===== config.mk =====
export PLATFORM = sky130hd
export DESIGN_NAME = corr_readout
export DESIGN_NICKNAME = d
export VERILOG_FILES = /design/src/rtl/corr_pkg.sv /design/src/rtl/corr_rd_fifo.sv /design/src/rtl/corr_readout.sv
export SDC_FILE = /design/constraint.sdc
export NUM_CORES = 1
export LEC_CHECK = 0
export ABC_CLOCK_PERIOD_IN_PS = 3600
export CAP_MARGIN = 25
export CORE_MARGIN = 5
export CORE_UTILIZATION = 30
export CTS_BUF_LIST = sky130_fd_sc_hd__clkbuf_4 sky130_fd_sc_hd__clkbuf_8
export CTS_CLUSTER_DIAMETER = 150
export DETAILED_ROUTE_END_ITERATION = 12
export PLACE_DENSITY = 0.48
export SLEW_MARGIN = 20
export SYNTH_ARGS = -nofsm -noshare
export SYNTH_HDL_FRONTEND = slang
export SYNTH_SLANG_ARGS = --single-unit

===== constraint.sdc =====
create_clock -name clk -period 3.6 [get_ports clk]
set_input_delay 0.72 -clock clk [delete_from_list [all_inputs] [get_ports clk]]
set_output_delay 0.72 -clock clk [all_outputs]
set_load 0.05 [all_outputs]

===== src/rtl/corr_pkg.sv =====
// Shared constants, FSM states and FIFO entry layout for the correlator readout.
// Used by corr_readout and corr_rd_fifo.
package corr_pkg;

    localparam int AW   = 9;
    localparam int DW   = 32;
    localparam int BINS = 1 << AW;

    typedef enum logic [2:0] {
        IDLE,
        HOLD,
        ARM,
        SWEEP,
        DRAIN,
        RELEASE,
        CLEAR,
        FIN
    } state_e;

    typedef struct packed {
        logic [DW-1:0] data;
        logic [AW-1:0] addr;
    } fifo_entry_t;

endpackage


===== src/rtl/corr_rd_fifo.sv =====
// Small synchronous FIFO holding bank read results until the stream accepts them.
// Synchronous active-low reset empties it; storage itself is not cleared.
module corr_rd_fifo
#(
    parameter int DEPTH = 4,
    parameter int W     = 41,
    parameter int CW    = $clog2(DEPTH + 1)
) (
    input  logic          clk,
    input  logic          rst_n,
    input  logic          push,
    input  logic [W-1:0]  wdata,
    input  logic          pop,
    output logic [W-1:0]  rdata,
    output logic [CW-1:0] count,
    output logic          empty
);

    localparam int PW = (DEPTH > 1) ? $clog2(DEPTH) : 1;

    logic [W-1:0]  mem_q [DEPTH];
    logic [PW-1:0] wr_ptr_q, wr_ptr_d;
    logic [PW-1:0] rd_ptr_q, rd_ptr_d;
    logic [CW-1:0] count_q, count_d;
    logic          full;
    logic          do_push;
    logic          do_pop;

    always_comb begin
        full     = (count_q == CW'(DEPTH));
        empty    = (count_q == '0);
        do_push  = push & ~full;
        do_pop   = pop & ~empty;
        wr_ptr_d = wr_ptr_q;
        rd_ptr_d = rd_ptr_q;
        if (do_push) begin
            wr_ptr_d = (wr_ptr_q == PW'(DEPTH - 1)) ? '0 : wr_ptr_q + 1'b1;
        end
        if (do_pop) begin
            rd_ptr_d = (rd_ptr_q == PW'(DEPTH - 1)) ? '0 : rd_ptr_q + 1'b1;
        end
        count_d = count_q + CW'(do_push) - CW'(do_pop);
    end

    always_ff @(posedge clk) begin
        if (!rst_n) begin
            wr_ptr_q <= '0;
            rd_ptr_q <= '0;
            count_q  <= '0;
        end else begin
            wr_ptr_q <= wr_ptr_d;
            rd_ptr_q <= rd_ptr_d;
            count_q  <= count_d;
        end
    end

    always_ff @(posedge clk) begin
        if (do_push) begin
            mem_q[wr_ptr_q] <= wdata;
        end
    end

    assign rdata = mem_q[rd_ptr_q];
    assign count = count_q;

endmodule


===== src/rtl/corr_readout.sv =====
// Readout stage: freezes the MAC bank, sweeps all bins and streams the sums out.
// Define CORR_READOUT_AUTOCLR_EN to clear the bank after each readout.
module corr_readout
    import corr_pkg::*;
#(
    parameter int RD_LAT = 2,
    parameter int FIFO_D = 4
) (
    input  logic          clk,
    input  logic          rst_n,
    input  logic          start,
    output logic          hold,
    input  logic          hold_ack,
    output logic          mac_read,
    output logic [AW-1:0] mac_raddr,
    input  logic [DW-1:0] mac_rdata,
    output logic          mac_clr,
    output logic          out_valid,
    input  logic          out_ready,
    output logic [DW-1:0] out_data,
    output logic [AW-1:0] out_addr,
    output logic          out_last,
    output logic          busy,
    output logic          done
);

    localparam int CW = $clog2(FIFO_D + 1);
    localparam int IW = AW + 1;

    state_e            state_q, state_d;
    logic [IW-1:0]     cnt_q, cnt_d;
    logic [RD_LAT-1:0] tag_q, tag_d;
    logic [AW-1:0]     taddr_q [RD_LAT];
    logic [AW-1:0]     taddr_d [RD_LAT];

    logic        issue;
    logic [31:0] occ;
    logic        push;
    logic        pop;
    logic        fifo_empty;
    logic [CW-1:0] fifo_count;
    fifo_entry_t push_entry;
    fifo_entry_t head;

    // Credits: stored entries plus reads still in the bank pipeline.
    always_comb begin
        occ = 32'(fifo_count);
        for (int i = 0; i < RD_LAT; i++) begin
            occ = occ + 32'(tag_q[i]);
        end
    end

    always_comb begin
        state_d   = state_q;
        cnt_d     = cnt_q;
        issue     = 1'b0;
        mac_read  = 1'b0;
        mac_raddr = '0;
        mac_clr   = 1'b0;
        done      = 1'b0;
        unique case (state_q)
            IDLE: begin
                cnt_d = '0;
                if (start) begin
                    state_d = HOLD;
                end
            end
            HOLD: begin
                if (hold_ack) begin
                    state_d = ARM;
                end
            end
            ARM: begin
                mac_read = 1'b1;
                state_d  = SWEEP;
            end
            SWEEP: begin
                mac_read  = 1'b1;
                mac_raddr = cnt_q[AW-1:0];
                if (occ < 32'(FIFO_D)) begin
                    issue = 1'b1;
                    cnt_d = cnt_q + 1'b1;
                    if (cnt_q == IW'(BINS - 1)) begin
                        state_d = DRAIN;
                    end
                end
            end
            DRAIN: begin
                mac_read = 1'b1;
                if (tag_q == '0) begin
                    state_d = RELEASE;
                end
            end
            RELEASE: begin
                cnt_d = '0;
`ifdef CORR_READOUT_AUTOCLR_EN
                state_d = CLEAR;
`else
                state_d = FIN;
`endif
            end
            CLEAR: begin
`ifdef CORR_READOUT_AUTOCLR_EN
                // Bank needs BINS+2 cycles to walk its clear pass.
                mac_clr = (cnt_q == '0);
                cnt_d   = cnt_q + 1'b1;
                if (cnt_q == IW'(BINS + 1)) begin
                    state_d = FIN;
                end
`else
                state_d = FIN;
`endif
            end
            FIN: begin
                if (fifo_empty) begin
                    done    = 1'b1;
                    state_d = IDLE;
                end
            end
            default: state_d = IDLE;
        endcase
    end

    always_comb begin
        tag_d[0]   = issue;
        taddr_d[0] = cnt_q[AW-1:0];
        for (int i = 1; i < RD_LAT; i++) begin
            tag_d[i]   = tag_q[i-1];
            taddr_d[i] = taddr_q[i-1];
        end
    end

    always_ff @(posedge clk) begin
        if (!rst_n) begin
            state_q <= IDLE;
            cnt_q   <= '0;
            tag_q   <= '0;
            for (int i = 0; i < RD_LAT; i++) begin
                taddr_q[i] <= '0;
            end
        end else begin
            state_q <= state_d;
            cnt_q   <= cnt_d;
            tag_q   <= tag_d;
            for (int i = 0; i < RD_LAT; i++) begin
                taddr_q[i] <= taddr_d[i];
            end
        end
    end

    assign push            = tag_q[RD_LAT-1];
    assign push_entry.data = mac_rdata;
    assign push_entry.addr = taddr_q[RD_LAT-1];

    corr_rd_fifo #(
        .DEPTH (FIFO_D),
        .W     ($bits(fifo_entry_t)),
        .CW    (CW)
    ) u_fifo (
        .clk   (clk),
        .rst_n (rst_n),
        .push  (push),
        .wdata (push_entry),
        .pop   (pop),
        .rdata (head),
        .count (fifo_count),
        .empty (fifo_empty)
    );

    assign out_valid = ~fifo_empty;
    assign pop       = out_valid & out_ready;
    assign out_data  = out_valid ? head.data : '0;
    assign out_addr  = out_valid ? head.addr : '0;
    assign out_last  = out_valid & (head.addr == AW'(BINS - 1));
    assign hold      = (state_q != IDLE);
    assign busy      = (state_q != IDLE);

endmodule


==> results_dict.tcl <==
set metrics [dict create \
    tightest_slew_ns 0.676 \
    crit_type "reg -> out" \
    path_clk_slew_ns 0.05 \
    slew_viol_final 0 \
    grt_pass1_wl_mm 28.1 \
    ctsHoldBuffers 0 \
    cp-start-kind "register" \
    ant_nets 0 \
    initial_core_util 0.303 \
    cts_setup_buffers 0 \
    drive_gt1_frac 0.275 \
    synth_edf_count 164 \
    maxCapViolations 0 \
    drcViolationCount 0 \
    finClkSkew_ns 0.0119 \
    core_area_mm2 0.0268 \
    syn2layout_area_growth_pct 24.5 \
    synthTopCellsByArea "edfxtp_1 (61%), mux4_2 (11%), dfxtp_1 (10%), and2_1 (4.8%), ha_1 (1.5%)" \
    die_area_mm2 0.0305 \
    max_freq_ghz 0.315 \
    crit_arrival_ns 2.46 \
    first_iter_violations 224 \
    tns_ns 0 \
    routedWlPerCell_um 18.2 \
    crit_required_ns 2.88 \
    hold_class "reg -> reg" \
    power_mw 7.08 \
    clk_latency_ns 0.50 \
    synth_nets 525 \
    dp_worst_setup_slack_ns 0.957 \
    finalSetupViolCount 0 \
    gp_congestion 0.760 \
    hold_violations 0 \
    status "finished, final reports clean" \
    hold_ws_ns 0.428 \
    first_pass_iters 6 \
    fin_ws_ns 0.422 \
    syn_inst 477 \
    ys_warn_count 0 \
    fill_cells 2525 \
    synth.ff_latch_count 206 \
    holdPathStages 1 \
    relSlewSlack 0.549 \
    final_nets 646 \
    antenna_found_initial 0 \
    cts_htree_levels 2 \
    cts.sinks 206 \
    yosysTopAreaCell "edfxtp_1" \
    fin_crit_ns 3.18 \
    placed_area_mm2 0.00939 \
    final.period_utilization 0.883 \
    post-dp-hpwl_mm 11.3 \
    track_usage 0.116 \
    first_global_vias 4967 \
    wl_mm 17.6 \
    peakVddDrop_uv 211 \
    num_antenna_cells 0 \
    grt_start_max_net_pins 34 \
    die_h_um 175 \
    via_per_inst 4.65 \
    cts-buffers-inserted 38 \
    worstRegToRegCells 9 \
    rows 60 \
    syn_area_per_cell_um2 17.0 \
    rsz0062_at_grt "false" \
    ys_seq_area_frac 0.709 \
    utilization 0.378 \
    synth_top_area_share 0.606 \
    synth_flop_cell "edfxtp_1" \
    synth_cell_types 49 \
    end_kind "output port" \
    cp_max_fo 19 \
    port_buffers 92 \
    io_pins 94 \
    cts-root-buf "clkbuf_8" \
    cts_resized 0 \
    fp.dieW_um 175 \
    cellLeakagePower_nw 3.48 \
    final-instance-count-excl-fill 966 \
    p_per_area_mw_per_mm2 699 \
    cts.path.max_buffers 3 \
    synthArstFlopShare 0 \
    netlist_area_mm2 0.00813 \
    overflow 0 \
    cts_tree "done" \
    dp_cells 899 \
    fin_area_mm2 0.0101 \
    vias 4495 \
]
[flip-flops by register name, summed over array words and instances, names as in the netlist, named ones only]
name	cells
u_fifo.wr_ptr_q	2
cnt_q	10
u_fifo.mem_q	164
state_q	3
taddr_q	18
u_fifo.count	3
tag_q	2
u_fifo.rd_ptr_q	2
[kinds of logic after synthesis]
| group | share of synthesized area |
|---|---|
| simple gates | 0.0957 |
| compound gates | 0.0328 |
| buf+inv | 0.0220 |
| mux | 0.121 |
| xor+xnor | 0.00108 |
| fa+ha+maj | 0.0178 |
| flops | 0.709 |
| other cells | 0.000461 |
[worst paths after layout]
path / startpoint / endpoint / slack, ns
worst max-delay path: state_q[1] / mac_raddr[7] / 0.42
worst min-delay path: taddr_q[0][5] / taddr_q[0][14] / 0.43
worst max register to register: u_fifo.count[1] / u_fifo.count[2] / 1.10
worst min register to register: taddr_q[0][5] / taddr_q[0][14] / 0.43
[area by class of cell]
| type | instances | area [um2] | area share |
|---|---|---|---|
| inverter | 18 | 67.6 | 0.00667 |
| sequential | 206 | 5770 | 0.570 |
| tap | 341 | 427 | 0.0421 |
| clock buffer | 46 | 589 | 0.0582 |
| timing repair buffer | 105 | 936 | 0.0924 |
| multi-input combinational | 229 | 2190 | 0.216 |
| clock inverter | 21 | 144 | 0.0142 |
[report_power, final]
group	switching (mW)	internal, mW	leakage (nW)	total, mW
Sequential	0.0817	2.60	1.85	2.68
Clock	0.907	1.22	0.386	2.13
Combinational	1.49	0.782	1.24	2.27
Total	2.48	4.60	3.48	7.08
[per-layer routing]
layer,up-vias,GRT usage,wire length (um)
met5,-,0,0
met4,0,0.0321,329
met3,30,0.0348,1080
met2,131,0.195,8530
met1,2260,0.146,7620
li1,2074,-,-
[cell usage after synthesis (all sizes together) (6+ instances only)]
library cell / count
and3: 6
clkbuf: 11
nand2: 16
edfxtp: 164
nor2: 19
a21oi: 8
o21ai: 11
nor3: 9
nand3: 8
dfxtp: 42
and2: 63
mux4: 41
ha: 10
buf: 13
inv: 18
[critical path: stages, from the launching register on]
cell and delay, ns:
dfxtp_1 0.74, nand2_4 0.17, nor3_1 0.20, clkdlybuf4s50_1 0.85
[cell usage in the layout, fill, tap and decap left out, types with 3 or more instances in the layout]
cell type	Yosys	layout
a2111o_1	3	3
a211oi_1	3	3
a21oi_1	7	7
and2_1	63	59
and2_2	0	4
and3_1	6	6
buf_4	4	54
clkbuf_4	0	7
clkbuf_8	0	39
clkdlybuf4s50_1	0	49
clkinv_1	0	11
clkinv_2	0	7
dfxtp_1	42	40
edfxtp_1	164	164
ha_1	10	10
inv_1	17	17
mux2i_1	5	5
mux4_2	41	41
nand2_1	15	15
nand3_1	7	7
nand4_1	3	3
nor2_1	17	17
nor3_1	7	7
o21ai_0	8	8
o21ai_1	3	3
(Power assumes the default switching activity.)
